===== src/rtl/sram_lsu.sv =====
// Load/store front-end for sram_4k: a request is accepted in IDLE, one ACCESS cycle reads, merges and writes, and the response is valid one edge after accept.
// The response is held until rsp_ready_in is high. FRISCV_LSU_MISALIGN_ERR_EN makes misaligned half/word accesses return an error instead of being force-aligned.
module sram_lsu #(
    parameter int ARCH      = 32,
    parameter int RAM_DEPTH = 4096,
    localparam int AW       = $clog2(RAM_DEPTH)
) (
    input  logic            clk,
    input  logic            rstn_in,
    input  logic            req_valid_in,
    output logic            req_ready_out,
    input  logic            req_we_in,
    input  logic [1:0]      req_size_in,
    input  logic            req_unsigned_in,
    input  logic [AW-1:0]   req_addr_in,
    input  logic [ARCH-1:0] req_wdata_in,
    output logic            rsp_valid_out,
    input  logic            rsp_ready_in,
    output logic [ARCH-1:0] rsp_rdata_out,
    output logic            rsp_err_out,
    output logic [AW-1:0]   addr_a_byte_out,
    output logic [ARCH-1:0] din_a_out,
    output logic            we_a_out,
    output logic [AW-1:0]   addr_b_byte_out,
    input  logic [ARCH-1:0] dout_b_in
);

    typedef enum logic [1:0] {S_IDLE, S_ACCESS, S_RESP} state_t;

    state_t          r_state;
    logic            r_req_ready;
    logic            r_rsp_valid;
    logic [ARCH-1:0] r_rdata;
    logic            r_we;
    logic [1:0]      r_size;
    logic            r_uns;
    logic [AW-1:0]   r_addr;
    logic [ARCH-1:0] r_wdata;

    logic [1:0]      w_lane;
    logic [7:0]      w_byte;
    logic [15:0]     w_half;
    logic [ARCH-1:0] w_load;
    logic [ARCH-1:0] w_merge;
    logic [AW-1:0]   w_req_addr;
    logic            w_to_err;
    logic            w_access_st;

`ifdef FRISCV_LSU_MISALIGN_ERR_EN
    logic r_err;

    // Misaligned requests bypass ACCESS so they can never touch memory.
    assign w_to_err   = ((req_size_in == 2'b01) && req_addr_in[0]) ||
                        (req_size_in[1] && (req_addr_in[1:0] != 2'b00));
    assign w_req_addr = req_addr_in;
    assign rsp_err_out = r_err;
`else
    always_comb begin
        w_req_addr = req_addr_in;
        case (req_size_in)
            2'b00:   w_req_addr = req_addr_in;
            2'b01:   w_req_addr = {req_addr_in[AW-1:1], 1'b0};
            default: w_req_addr = {req_addr_in[AW-1:2], 2'b00};
        endcase
    end
    assign w_to_err    = 1'b0;
    assign rsp_err_out = 1'b0;
`endif

    assign w_lane = r_addr[1:0];
    assign w_byte = dout_b_in[{w_lane, 3'b000} +: 8];
    assign w_half = r_addr[1] ? dout_b_in[31:16] : dout_b_in[15:0];

    always_comb begin
        w_load = '0;
        case (r_size)
            2'b00:   w_load = {{(ARCH-8){w_byte[7] & ~r_uns}}, w_byte};
            2'b01:   w_load = {{(ARCH-16){w_half[15] & ~r_uns}}, w_half};
            default: w_load = dout_b_in;
        endcase
    end

    // Sub-word stores merge into the word currently read on port B.
    always_comb begin
        w_merge = dout_b_in;
        case (r_size)
            2'b00:   w_merge[{w_lane, 3'b000} +: 8]     = r_wdata[7:0];
            2'b01:   w_merge[{r_addr[1], 4'b0000} +: 16] = r_wdata[15:0];
            default: w_merge = r_wdata;
        endcase
    end

    assign w_access_st     = (r_state == S_ACCESS) && r_we;
    assign we_a_out        = w_access_st;
    assign din_a_out       = w_access_st ? w_merge : '0;
    assign addr_a_byte_out = r_addr;
    assign addr_b_byte_out = r_addr;
    assign req_ready_out   = r_req_ready;
    assign rsp_valid_out   = r_rsp_valid;
    assign rsp_rdata_out   = r_rdata;

    always_ff @(posedge clk or negedge rstn_in) begin
        if (!rstn_in) begin
            r_state     <= S_IDLE;
            r_req_ready <= 1'b1;
            r_rsp_valid <= 1'b0;
            r_rdata     <= '0;
            r_we        <= 1'b0;
            r_size      <= 2'b00;
            r_uns       <= 1'b0;
            r_addr      <= '0;
            r_wdata     <= '0;
`ifdef FRISCV_LSU_MISALIGN_ERR_EN
            r_err       <= 1'b0;
`endif
        end else begin
            case (r_state)
                S_IDLE: begin
                    if (req_valid_in) begin
                        r_we        <= req_we_in;
                        r_size      <= req_size_in;
                        r_uns       <= req_unsigned_in;
                        r_addr      <= w_req_addr;
                        r_wdata     <= req_wdata_in;
                        r_req_ready <= 1'b0;
                        r_rdata     <= '0;
`ifdef FRISCV_LSU_MISALIGN_ERR_EN
                        r_err       <= w_to_err;
`endif
                        r_state     <= w_to_err ? S_RESP : S_ACCESS;
                    end
                end
                S_ACCESS: begin
                    r_rdata     <= r_we ? '0 : w_load;
                    r_rsp_valid <= 1'b1;
                    r_state     <= S_RESP;
                end
                S_RESP: begin
                    // Error path arrives here straight from IDLE; valid rises one edge later.
                    if (!r_rsp_valid) begin
                        r_rsp_valid <= 1'b1;
                    end else if (rsp_ready_in) begin
                        r_rsp_valid <= 1'b0;
                        r_req_ready <= 1'b1;
                        r_state     <= S_IDLE;
                    end
                end
                default: begin
                    r_state     <= S_IDLE;
                    r_req_ready <= 1'b1;
                    r_rsp_valid <= 1'b0;
                end
            endcase
        end
    end

endmodule

===== config.mk =====
export PLATFORM = sky130hd
export DESIGN_NAME = sram_lsu
export DESIGN_NICKNAME = d
export VERILOG_FILES = /design/src/rtl/sram_lsu.sv
export SDC_FILE = /design/constraint.sdc
export NUM_CORES = 1
export LEC_CHECK = 0
export BUFFER_PORTS_ARGS = -buffer_cell sky130_fd_sc_hd__buf_4
export CAP_MARGIN = 20
export CORE_ASPECT_RATIO = 0.6
export CORE_MARGIN = 2
export CORE_UTILIZATION = 51
export DETAILED_ROUTE_END_ITERATION = 6
export MAX_ROUTING_LAYER = met4
export PLACE_DENSITY = 0.8
export SYNTH_ARGS = -nofsm -noshare
export SYNTH_HDL_FRONTEND = slang
export SYNTH_SLANG_ARGS = --single-unit

===== constraint.sdc =====
create_clock -name clk -period 3.4 [get_ports clk]
set_clock_uncertainty 0.1 [all_clocks]
set_input_delay 0.34 -clock clk [delete_from_list [all_inputs] [get_ports clk]]
set_output_delay 0.34 -clock clk [all_outputs]
set_load 0.1 [all_outputs]

==> Implementation_results.wiki <==
{| class="wikitable"
! Metric !! Value
|-
| Post-detailed-route via-to-cell ratio || 6.32
|-
| Final period util || 94.3%
|-
| Nets in the synthesized netlist || 599
|-
| RSZ-0062 raised after global routing || no
|-
| Number of nets still failing antenna checks after routing || 0
|-
| Worst r2r path cells || 5
|-
| Cell variety after synth || 43
|-
| Highest fanout seen on the critical path || 15
|-
| Top_reg_cell synth || sky130_fd_sc_hd__dfrtp_1
|-
| Number of port buffers || 174
|-
| Pin count of the biggest net entering global routing || 85
|-
| Flops & latches, synth || 84
|-
| Width of the chip || 135 um
|-
| Remaining global-route overflow || 0
|-
| R2R setup slack || 1.01 ns
|-
| Critical Path Sink Type || output port
|-
| Clock-pin slew on the worst setup and hold paths || 0.06 ns
|-
| Count of vias placed by the detailed router || 5000
|-
| Core Footprint || 9910 um2
|-
| Share of the yosys chip area belonging to registers || 40.2%
|-
| Clock latency reported for the late side of the worst-skew pair || 0.34 ns
|-
| Critical path launch point || addr_a_byte_out[1]
|-
| Count of flip-flops with a built-in enable after synthesis || 0
|-
| Share of flip-flops with an asynchronous set or reset after synthesis || 100%
|-
| Setup slack of the critical path after layout || 0.194 ns
|-
| Shortest period the worst path allows || 3.21 ns
|-
| Routability congestion estimate || 0.919
|-
| Reg-to-reg critical path endpoint || rsp_rdata_out[27]
|-
| CTS resizes || 0
|-
| Final setup violating endpoints || 0
|-
| Post-Synth XOR/XNOR Area || 0%
|-
| Critical path's slowest cell || sky130_fd_sc_hd__nor3b_2
|-
| Clk Tree Root Cell || sky130_fd_sc_hd__clkbuf_16
|-
| Filler Cell Count || 701
|-
| Floorplan die area || 11100 um2
|-
| Yosys synthesis warning count || 0
|-
| Final HPWL DP || 12.1 mm
|-
| Number of H-tree levels || 3
|-
| Largest family of logic cells by synthesized area || compound AO/OA/AOI/OAI gates
|-
| Result of the run || completed
|-
| Simple-gate share of the synthesized area || 8.13%
|-
| Wirelength per Cell || 21.0 um
|-
| Final TNS setup || 0 ns
|-
| Post-Syn Instances || 507
|-
| Number of pins exceeding their max-slew limit in the final report || 0
|-
| Worst flop-to-flop path startpoint || r_size[0]
|-
| Compound-Gate Fraction of Synth Area || 25.8%
|-
| Count of final hold-check violations || 0
|-
| Most common cell after layout, fill and taps aside || sky130_fd_sc_hd__buf_4
|-
| Detailed Routing Iterations Pass 1 || 6
|-
| Remaining DRCs || 0
|-
| Worst setup endpoint || din_a_out[3]
|-
| Number of standard-cell rows in the floorplan || 28
|-
| Worst-Margin Slew || 0.830 ns
|-
| Violation count after the first detailed-routing iteration || 485
|-
| Total global-route track usage || 31.0%
|-
| Die span in y || 82.5 um
|-
| NumNets Final || 743
|-
| Initial Util || 52.8%
|-
| Clock tree from TritonCTS || done
|-
| Wire length after detailed routing || 16.6 mm
|-
| Highest cell delay on the worst timing path || 0.49 ns
|-
| Total CTS buffers || 9
|-
| Achievable Freq || 0.312 GHz
|-
| Arrival time of the worst setup path || 2.77 ns
|-
| Setup Crit Path Kind || register to output port
|-
| Initial antenna violation count || 1
|-
| Number of primary I/O pins || 176
|-
| Worst slew margin relative to its limit || 44.6%
|-
| TritonCTS Sinks || 84
|-
| Worst Setup Start Kind || register
|-
| Layout-stage area growth over the synthesis result || 39.1%
|-
| Worst Setup Slack post-DPL || 0.601 ns
|-
| Commonest cells after routing, fill and taps aside || 187 x sky130_fd_sc_hd__buf_4, 79 x sky130_fd_sc_hd__dfrtp_1, 40 x sky130_fd_sc_hd__nand2_1
|-
| Max Cap Violations || 0
|-
| Vias in the first global route || 4685
|-
| CTS Buffer Depth || 2
|-
| Post-Syn Area || 5240 um2
|-
| Class of the tightest hold or removal check || primary input to register
|-
| Wire length of the first global-routing pass || 25.5 mm
|-
| Share of post-route cells with drive strength above 1 || 41.5%
|-
| Fraction of the mapped netlist area in adder cells || 1.91%
|-
| Mean post-synth cell area || 10.3 um2
|-
| Mux cell area share after synthesis || 16.9%
|-
| Required time reported for the critical path endpoint || 2.96 ns
|-
| List of cells traversed by the critical path || inv_2 > ha_1 > nor3b_2 > o21ai_0 > a221oi_4 > buf_4
|}
-- cell type report --
cell class / instances / area, um2 / share of cell area [%]
clock buffer: 10 / 229 / 3.14
tap: 135 / 169 / 2.32
antenna: 1 / 2.50 / 0.0344
sequential: 84 / 2110 / 28.9
multi-input combinational: 350 / 3190 / 43.8
inverter: 17 / 63.8 / 0.876
timing repair buffer: 189 / 1440 / 19.8
clock inverter: 5 / 77.6 / 1.07
-- routing by layer --
| metal | share of wire, % | track usage [%] | up-vias |
|---|---|---|---|
| met5 | 0 | - | - |
| met4 | 1.6 | 7.68 | 0 |
| met3 | 12 | 8.30 | 29 |
| met2 | 45 | 46.1 | 320 |
| met1 | 42 | 42.4 | 2436 |
| li1 | - | - | 2215 |
-- flip-flops by register name, summed over array words and instances, names as in the netlist --
| signal | cells |
|---|---|
| r_size | 2 |
| addr_a_byte_out | 12 |
| r_state | 2 |
| r_we | 1 |
| r_uns | 1 |
| rsp_rdata_out | 32 |
| rsp_valid_out | 1 |
| r_wdata | 32 |
| req_ready_out | 1 |
-- cells in the mapped netlist, types with 2 or more instances --
cell type	instances	area [um2]
sky130_fd_sc_hd__nor2b_1	6	37.5
sky130_fd_sc_hd__o31ai_1	7	52.6
sky130_fd_sc_hd__a22o_1	26	228
sky130_fd_sc_hd__nand2b_1	14	87.6
sky130_fd_sc_hd__ha_1	8	100
sky130_fd_sc_hd__a211o_1	16	140
sky130_fd_sc_hd__a21oi_1	32	160
sky130_fd_sc_hd__nand2_1	42	158
sky130_fd_sc_hd__buf_2	18	90.1
sky130_fd_sc_hd__mux2_1	31	349
sky130_fd_sc_hd__nor3_1	4	20.0
sky130_fd_sc_hd__and4b_1	2	20.0
sky130_fd_sc_hd__nor4bb_1	2	20.0
sky130_fd_sc_hd__clkbuf_1	18	67.6
sky130_fd_sc_hd__mux4_2	4	90.1
sky130_fd_sc_hd__nor2_1	6	22.5
sky130_fd_sc_hd__buf_6	2	22.5
sky130_fd_sc_hd__buf_4	14	105
sky130_fd_sc_hd__inv_1	16	60.1
sky130_fd_sc_hd__mux2_2	19	214
sky130_fd_sc_hd__mux2i_1	18	180
sky130_fd_sc_hd__mux2_4	2	30.0
sky130_fd_sc_hd__buf_1	4	15.0
sky130_fd_sc_hd__o21ai_1	4	20.0
sky130_fd_sc_hd__a221oi_1	24	210
sky130_fd_sc_hd__a22oi_1	9	67.6
sky130_fd_sc_hd__o22ai_1	19	119
sky130_fd_sc_hd__a221o_1	22	220
sky130_fd_sc_hd__dfrtp_1	83	2080
sky130_fd_sc_hd__o21ai_0	22	110
-- metrics by stage --
| stage | instances | hold WS (ns) | utilization, % | instance area, um2 |
|---|---|---|---|---|
| floorplan | 507 | -0.0556 | - | 5650 |
| CTS | 788 | 0.105 | 73.1 | 7240 |
| global route | 791 | 0.105 | 73.5 | 7280 |
| global placement | 773 | 0.366 | 70.0 | 6940 |
| detailed placement | 773 | 0.373 | 70.0 | 6940 |
| finish | 791 | 0.112 | 73.5 | 7280 |
-- critical path, delay by kind of cell, from the launching register on --
family / cells / cell delay [ns]
and+or+nand+nor: 1 / 0.49
DFF: 1 / 0.42
adders and majority gates: 1 / 0.39
buffers and inverters: 2 / 0.58
AOI/OAI and AO/OA: 2 / 0.53
-- cell families (layout without fill, tap and decap cells) --
group                    Yosys count  count (layout)
AO/OA/AOI/OAI                    184             184
adder cells (fa/ha/maj)            8               8
buffers and inverters             73             221
flip-flops                        84              84
multiplexers                      75              75
other                              1               2
AND/OR/NAND/NOR                   82              82
-- timing repair --
| action | in CTS | in global routing |
|---|---|---|
| hold buffers | 0 | 1 |
| setup buffers | 0 | 0 |
| hold endpoints to repair | 0 | 34 |
-- worst min-delay path by stage --
stage,start,end,slack [ns],cells past startpoint
after floorplan,rstn_in,addr_a_byte_out[0],-0.06,0
after global placement,rsp_rdata_out[6],rsp_rdata_out[6],0.37,2
after detailed placement,rsp_rdata_out[2],rsp_rdata_out[2],0.37,2
after CTS,req_addr_in[8],addr_a_byte_out[8],0.10,2
after global routing,req_wdata_in[30],r_wdata[30],0.10,2
final,req_wdata_in[30],r_wdata[30],0.11,2
Power is left out: the tool's default activity adds up to more than one toggle a clock period on the data nets, which glitch-free logic cannot reach.
